===== config.mk =====
export PLATFORM = sky130hd
export DESIGN_NAME = cabac_bin_sched
export DESIGN_NICKNAME = d
export VERILOG_FILES = /design/src/rtl/cabac_bin_sched.sv
export SDC_FILE = /design/constraint.sdc
export NUM_CORES = 1
export LEC_CHECK = 0
export CAP_MARGIN = 20
export CORE_UTILIZATION = 41
export CTS_BUF_LIST = sky130_fd_sc_hd__clkbuf_8
export DETAILED_ROUTE_END_ITERATION = 6
export PLACE_DENSITY = 0.94
export SLEW_MARGIN = 10
export SYNTH_ARGS = -nofsm -noshare
export SYNTH_HDL_FRONTEND = slang
export SYNTH_SLANG_ARGS = --single-unit

===== constraint.sdc =====
create_clock -name clk -period 3.6 [get_ports clk]
set_input_delay 0.72 -clock clk [delete_from_list [all_inputs] [get_ports clk]]
set_output_delay 0.72 -clock clk [all_outputs]
set_load 0.03 [all_outputs]

===== src/rtl/cabac_bin_sched.sv =====
// Shares one CABAC arithmetic-decoder state (range/offset) among NUM_REQ
// requester/context-bank pairs, issuing one bin at a time with round-robin fairness.
module cabac_bin_sched #(
    parameter int NUM_REQ  = 4,
    parameter int CM_COUNT = 40
) (
    input  logic                   clk,
    input  logic                   rst,
    input  logic                   i_start,
    input  logic [NUM_REQ-1:0]     i_req,
    input  logic [6*NUM_REQ-1:0]   i_req_cm_idx,
    output logic [NUM_REQ-1:0]     o_gnt,
    output logic                   o_bin,
    output logic                   o_ready,
    output logic                   o_err,
    input  logic [NUM_REQ-1:0]     i_bank_init_done,
    output logic [NUM_REQ-1:0]     o_bank_dec_en,
    output logic                   o_bank_valid,
    output logic [5:0]             o_cm_idx,
    output logic [8:0]             o_ivlCurrRange,
    output logic [8:0]             o_ivlOffset,
    input  logic [NUM_REQ-1:0]     i_bank_binVal,
    input  logic [3*NUM_REQ-1:0]   i_bank_len,
    input  logic [9*NUM_REQ-1:0]   i_bank_range,
    input  logic [9*NUM_REQ-1:0]   i_bank_offset,
    input  logic                   i_bits_valid,
    input  logic [8:0]             i_init_bits,
    output logic                   o_consume,
    output logic [3:0]             o_consume_len
);
    localparam int PW = (NUM_REQ > 1) ? $clog2(NUM_REQ) : 1;
    typedef logic [PW-1:0] ptr_t;

    typedef enum logic [2:0] {
        IDLE, WAIT_INIT, LOAD, READY, ISSUE, ADVANCE
    } state_t;

    state_t state_reg, state_next;

    logic [5:0] cm_idx_arr [NUM_REQ];
    logic [2:0] len_arr    [NUM_REQ];
    logic [8:0] range_arr  [NUM_REQ];
    logic [8:0] offset_arr [NUM_REQ];
    logic [NUM_REQ-1:0] win_onehot;

    ptr_t       ptr_reg, win_reg, pick, cand_p;
    int         cand;
    logic       found, pick_inv;
    logic [5:0] idx_reg;
    logic       inv_reg, bin_reg, err_reg;
    logic [2:0] len_reg;
    logic [8:0] range_reg, offset_reg;

    generate
        for (genvar gi = 0; gi < NUM_REQ; gi++) begin : g_unpack
            assign cm_idx_arr[gi] = i_req_cm_idx[6*gi +: 6];
            assign len_arr[gi]    = i_bank_len[3*gi +: 3];
            assign range_arr[gi]  = i_bank_range[9*gi +: 9];
            assign offset_arr[gi] = i_bank_offset[9*gi +: 9];
            assign win_onehot[gi] = (win_reg == ptr_t'(gi));
        end
    endgenerate

    // Search starts one past the last granted requester so every requester is served in turn.
    always_comb begin
        pick   = ptr_reg;
        found  = 1'b0;
        cand   = 0;
        cand_p = '0;
        for (int i = 1; i <= NUM_REQ; i++) begin
            cand   = (int'(ptr_reg) + i) % NUM_REQ;
            cand_p = ptr_t'(cand);
            if (!found && i_req[cand_p]) begin
                found = 1'b1;
                pick  = cand_p;
            end
        end
        pick_inv = (int'(cm_idx_arr[pick]) >= CM_COUNT);
    end

    always_ff @(posedge clk) begin
        if (rst) state_reg <= IDLE;
        else     state_reg <= state_next;
    end

    always_comb begin
        state_next    = state_reg;
        o_gnt         = '0;
        o_bin         = 1'b0;
        o_ready       = 1'b0;
        o_bank_dec_en = '0;
        o_bank_valid  = 1'b0;
        o_cm_idx      = '0;
        o_consume     = 1'b0;
        o_consume_len = '0;
        case (state_reg)
            IDLE: begin
                if (i_start) state_next = WAIT_INIT;
            end
            WAIT_INIT: begin
                if (!i_start && (&i_bank_init_done) && i_bits_valid) state_next = LOAD;
            end
            LOAD: begin
                if (i_start) begin
                    state_next = WAIT_INIT;
                end else begin
                    o_consume     = 1'b1;
                    o_consume_len = 4'd9;
                    state_next    = READY;
                end
            end
            READY: begin
                o_ready = 1'b1;
                if (i_start)                   state_next = WAIT_INIT;
                else if (i_bits_valid && found) state_next = ISSUE;
            end
            ISSUE: begin
                if (i_start) begin
                    state_next = WAIT_INIT;
                end else begin
                    o_bank_dec_en = inv_reg ? '0 : win_onehot;
                    o_bank_valid  = !inv_reg;
                    o_cm_idx      = idx_reg;
                    state_next    = ADVANCE;
                end
            end
            ADVANCE: begin
                // The reader advance completes even when the bin itself is aborted.
                o_consume     = 1'b1;
                o_consume_len = {1'b0, len_reg};
                if (i_start) begin
                    state_next = WAIT_INIT;
                end else begin
                    o_gnt      = win_onehot;
                    o_bin      = bin_reg;
                    state_next = READY;
                end
            end
            default: state_next = IDLE;
        endcase
    end

    always_ff @(posedge clk) begin
        if (rst) begin
            ptr_reg    <= ptr_t'(NUM_REQ - 1);
            win_reg    <= '0;
            idx_reg    <= '0;
            inv_reg    <= 1'b0;
            bin_reg    <= 1'b0;
            len_reg    <= '0;
            err_reg    <= 1'b0;
            range_reg  <= '0;
            offset_reg <= '0;
        end else if (i_start) begin
            err_reg <= 1'b0;
            ptr_reg <= ptr_t'(NUM_REQ - 1);
        end else begin
            case (state_reg)
                LOAD: begin
                    range_reg  <= 9'd510;
                    offset_reg <= i_init_bits;
                end
                READY: begin
                    if (i_bits_valid && found) begin
                        win_reg <= pick;
                        idx_reg <= cm_idx_arr[pick];
                        inv_reg <= pick_inv;
                        if (pick_inv) err_reg <= 1'b1;
                    end
                end
                ISSUE: begin
                    ptr_reg <= win_reg;
                    if (inv_reg) begin
                        bin_reg <= 1'b0;
                        len_reg <= '0;
                    end else begin
                        range_reg  <= range_arr[win_reg];
                        offset_reg <= offset_arr[win_reg];
                        bin_reg    <= i_bank_binVal[win_reg];
                        len_reg    <= len_arr[win_reg];
                        // A bank returning an unnormalised range means its renorm logic is broken.
                        if (range_arr[win_reg] < 9'd256) err_reg <= 1'b1;
                    end
                end
                default: ;
            endcase
        end
    end

    assign o_err          = err_reg;
    assign o_ivlCurrRange = range_reg;
    assign o_ivlOffset    = offset_reg;
endmodule


==> results.cfg <==
[setup_path]
crit_type = in -> out
worst_setup_path_start_kind = primary input
crit_required_ps = 2880
critPathArrivalTime_ps = 2540
critPathMaxFanout = 6
endpoint_kind = primary output

[timing]
clock.fmax_ghz = 0.3066
drv_slew = 0
fin_crit_ps = 3261
fin_crit_sh_pct = 90.59
setup_tns_ps = 0
setup_violations = 0
hold_viol_final = 0
max_slew_margin_pct = 46.25
worstMarginPinSlew_ps = 803.8
skew_ps = 12.12
grt_setup_unrepaired = no

[finish]
drive_above_1_share_pct = 13.89
antenna_cells = 0
area_growth_pct = 68.24
nNetsFinal = 600
fillCellCount = 472
utilization_pct = 71.51

[worst_hold_path]
hold_class = reg -> reg

[synth]
yosysTopAreaCellShare_pct = 27.45
ys_seq_elements = 37
yosys_warnings = 0
yosysUniqueCellTypes = 56
ys_top_cells_by_area = dfxtp_1, mux4_2, nand2_1, nor2_1, nand3_1
synth_edf_count = 0
synthArstFlopShare_pct = 0
synth_top_flop_cell = dfxtp_1
syn-num-nets = 437
yosys.area.top_type = dfxtp_1
synth_common_cells = nand2_1, dfxtp_1, nor2_1, mux4_2, nand3_1
yosysSeqAreaShare_pct = 27.45
avgSynthCellArea_um2 = 8.878
netlist_area_um2 = 2699
synth_cells = 304
synthMostInstantiatedCell = nand2_1

[power_and_ir_drop]
power_density_nw_per_um2 = 241.2
intPower_uw = 818.7
pwr-share-seq_pct = 39.1
sw_frac_of_total_pct = 25.26
p_leak_nw = 1.651
vdd_drop_max_mv = 0.2703
switchingPower_uw = 276.7
power_frac_clock_pct = 33.1
pwr-share-comb_pct = 27.8

[floorplanning]
core_region_area_um2 = 6350
initial_core_util_pct = 42.50
fp-row-count = 29
fp.dieH_um = 83.13
die_x_um = 83.13
io_pins = 174
dieArea_um2 = 6911

[cts]
clk_pin_slew_ps = 80
htree_levels = 2
cts_tree = built
cts_buffers = 5
cts_max_path_buffers = 2
hold_buffers = 0
cts_sinks = 37
post-cts-setup-buffers = 0
cts_resized = 0
worstSkewPairLatency_ps = 300
root_buffer = clkbuf_8

[grt]
grt_pass1_wl_um = 14900
grt_pass1_vias = 3063
grt_max_degree = 29
grt.total_usage_pct = 26.97
grt.overflow.total = 0
grt_antenna_before_repair = 0

[drt]
wl_per_cell_um = 17.16
drcViolationCount = 0
drt_iter0_markers = 151
drtPass1Iterations = 4
via_per_inst = 5.686
route.vias.total = 3099
ant_nets = 0
routed_wl_um = 9353

[flow_run]
drv_cap = 0

[run_status]
status = completed

[placement]
gp_congestion = 0.7989
numPortBuffers = 173
place_hpwl_um = 7228
[per-stage QoR]
stage | hold WS, ps | cells | area [µm²] | power (mW) | setup WS (ps)
after floorplan | 431.7 | 304 | 2699 | 0.5547 | 809.5
after global placement | 450.0 | 537 | 4429 | 0.7304 | 439.8
after detailed placement | 459.1 | 537 | 4429 | 0.7394 | 387.7
after CTS | 468.9 | 545 | 4541 | 1.097 | 352.2
after global routing | 491.9 | 545 | 4541 | 1.141 | 268.3
final | 469.0 | 545 | 4541 | 1.095 | 338.7
[layout make-up]
cell class	instances	area (µm²)	area share, %
multi-input cells	233	1787	39.35
flip-flops and latches	37	742.0	16.34
repair buffers	180	1767	38.91
inverters	10	37.54	0.8267
clock inverters	3	42.54	0.9369
well taps	77	96.34	2.122
clock buffers	5	68.82	1.516
[logic make-up after synthesis]
kind of cell	Yosys count	share of synthesized area (%)
flops	37	27.45
simple gates	144	27.82
mux	23	18.92
buf+inv	34	6.351
compound gates	66	19.47
[cell usage in the layout, fill, tap and decap left out, types with 7 or more instances in the layout]
cell type | Yosys | routed
a21oi_1 | 13 | 13
mux4_2 | 22 | 22
nand3_1 | 16 | 16
nor2_1 | 36 | 36
inv_1 | 10 | 11
nand2_1 | 43 | 43
and2_1 | 11 | 11
dfxtp_1 | 37 | 36
clkdlybuf4s50_1 | 0 | 166
o211ai_1 | 7 | 7
buf_4 | 0 | 14
o21ai_1 | 8 | 8
a311oi_1 | 8 | 8
[power by group through the flow]
stage	combinational, mW	clock, mW	sequential [mW]
floorplan	0.105	0	0.450
global placement	0.293	0	0.437
detailed placement	0.301	0	0.438
CTS	0.303	0.366	0.428
global route	0.323	0.388	0.430
finish	0.304	0.363	0.429
[final timing paths]
kind / slack, ps / depth (start not counted) / from / to
worst max-delay path: 340 / 6 / i_start / o_consume
worst min-delay path: 470 / 2 / o_ivlCurrRange[2] / o_ivlCurrRange[2]
worst max register to register: 1370 / 6 / state_reg[1] / o_ivlOffset[2]
worst min register to register: 470 / 2 / o_ivlCurrRange[2] / o_ivlCurrRange[2]
[layer usage]
layer	wire length [µm]	vias to the layer above	track usage [%]
met3	576	19	5.765
met2	4959	151	48.36
li1	-	1445	-
met5	0	-	0
met4	188	0	9.248
met1	3628	1484	31.73
[critical path: stages]
cell and delay [ps]:
clkdlybuf4s50_1 590, nor2_1 110, nand3b_1 140, inv_1 90, or2_2 300, clkdlybuf4s50_1 590
Power figures use the tool's default switching activity.
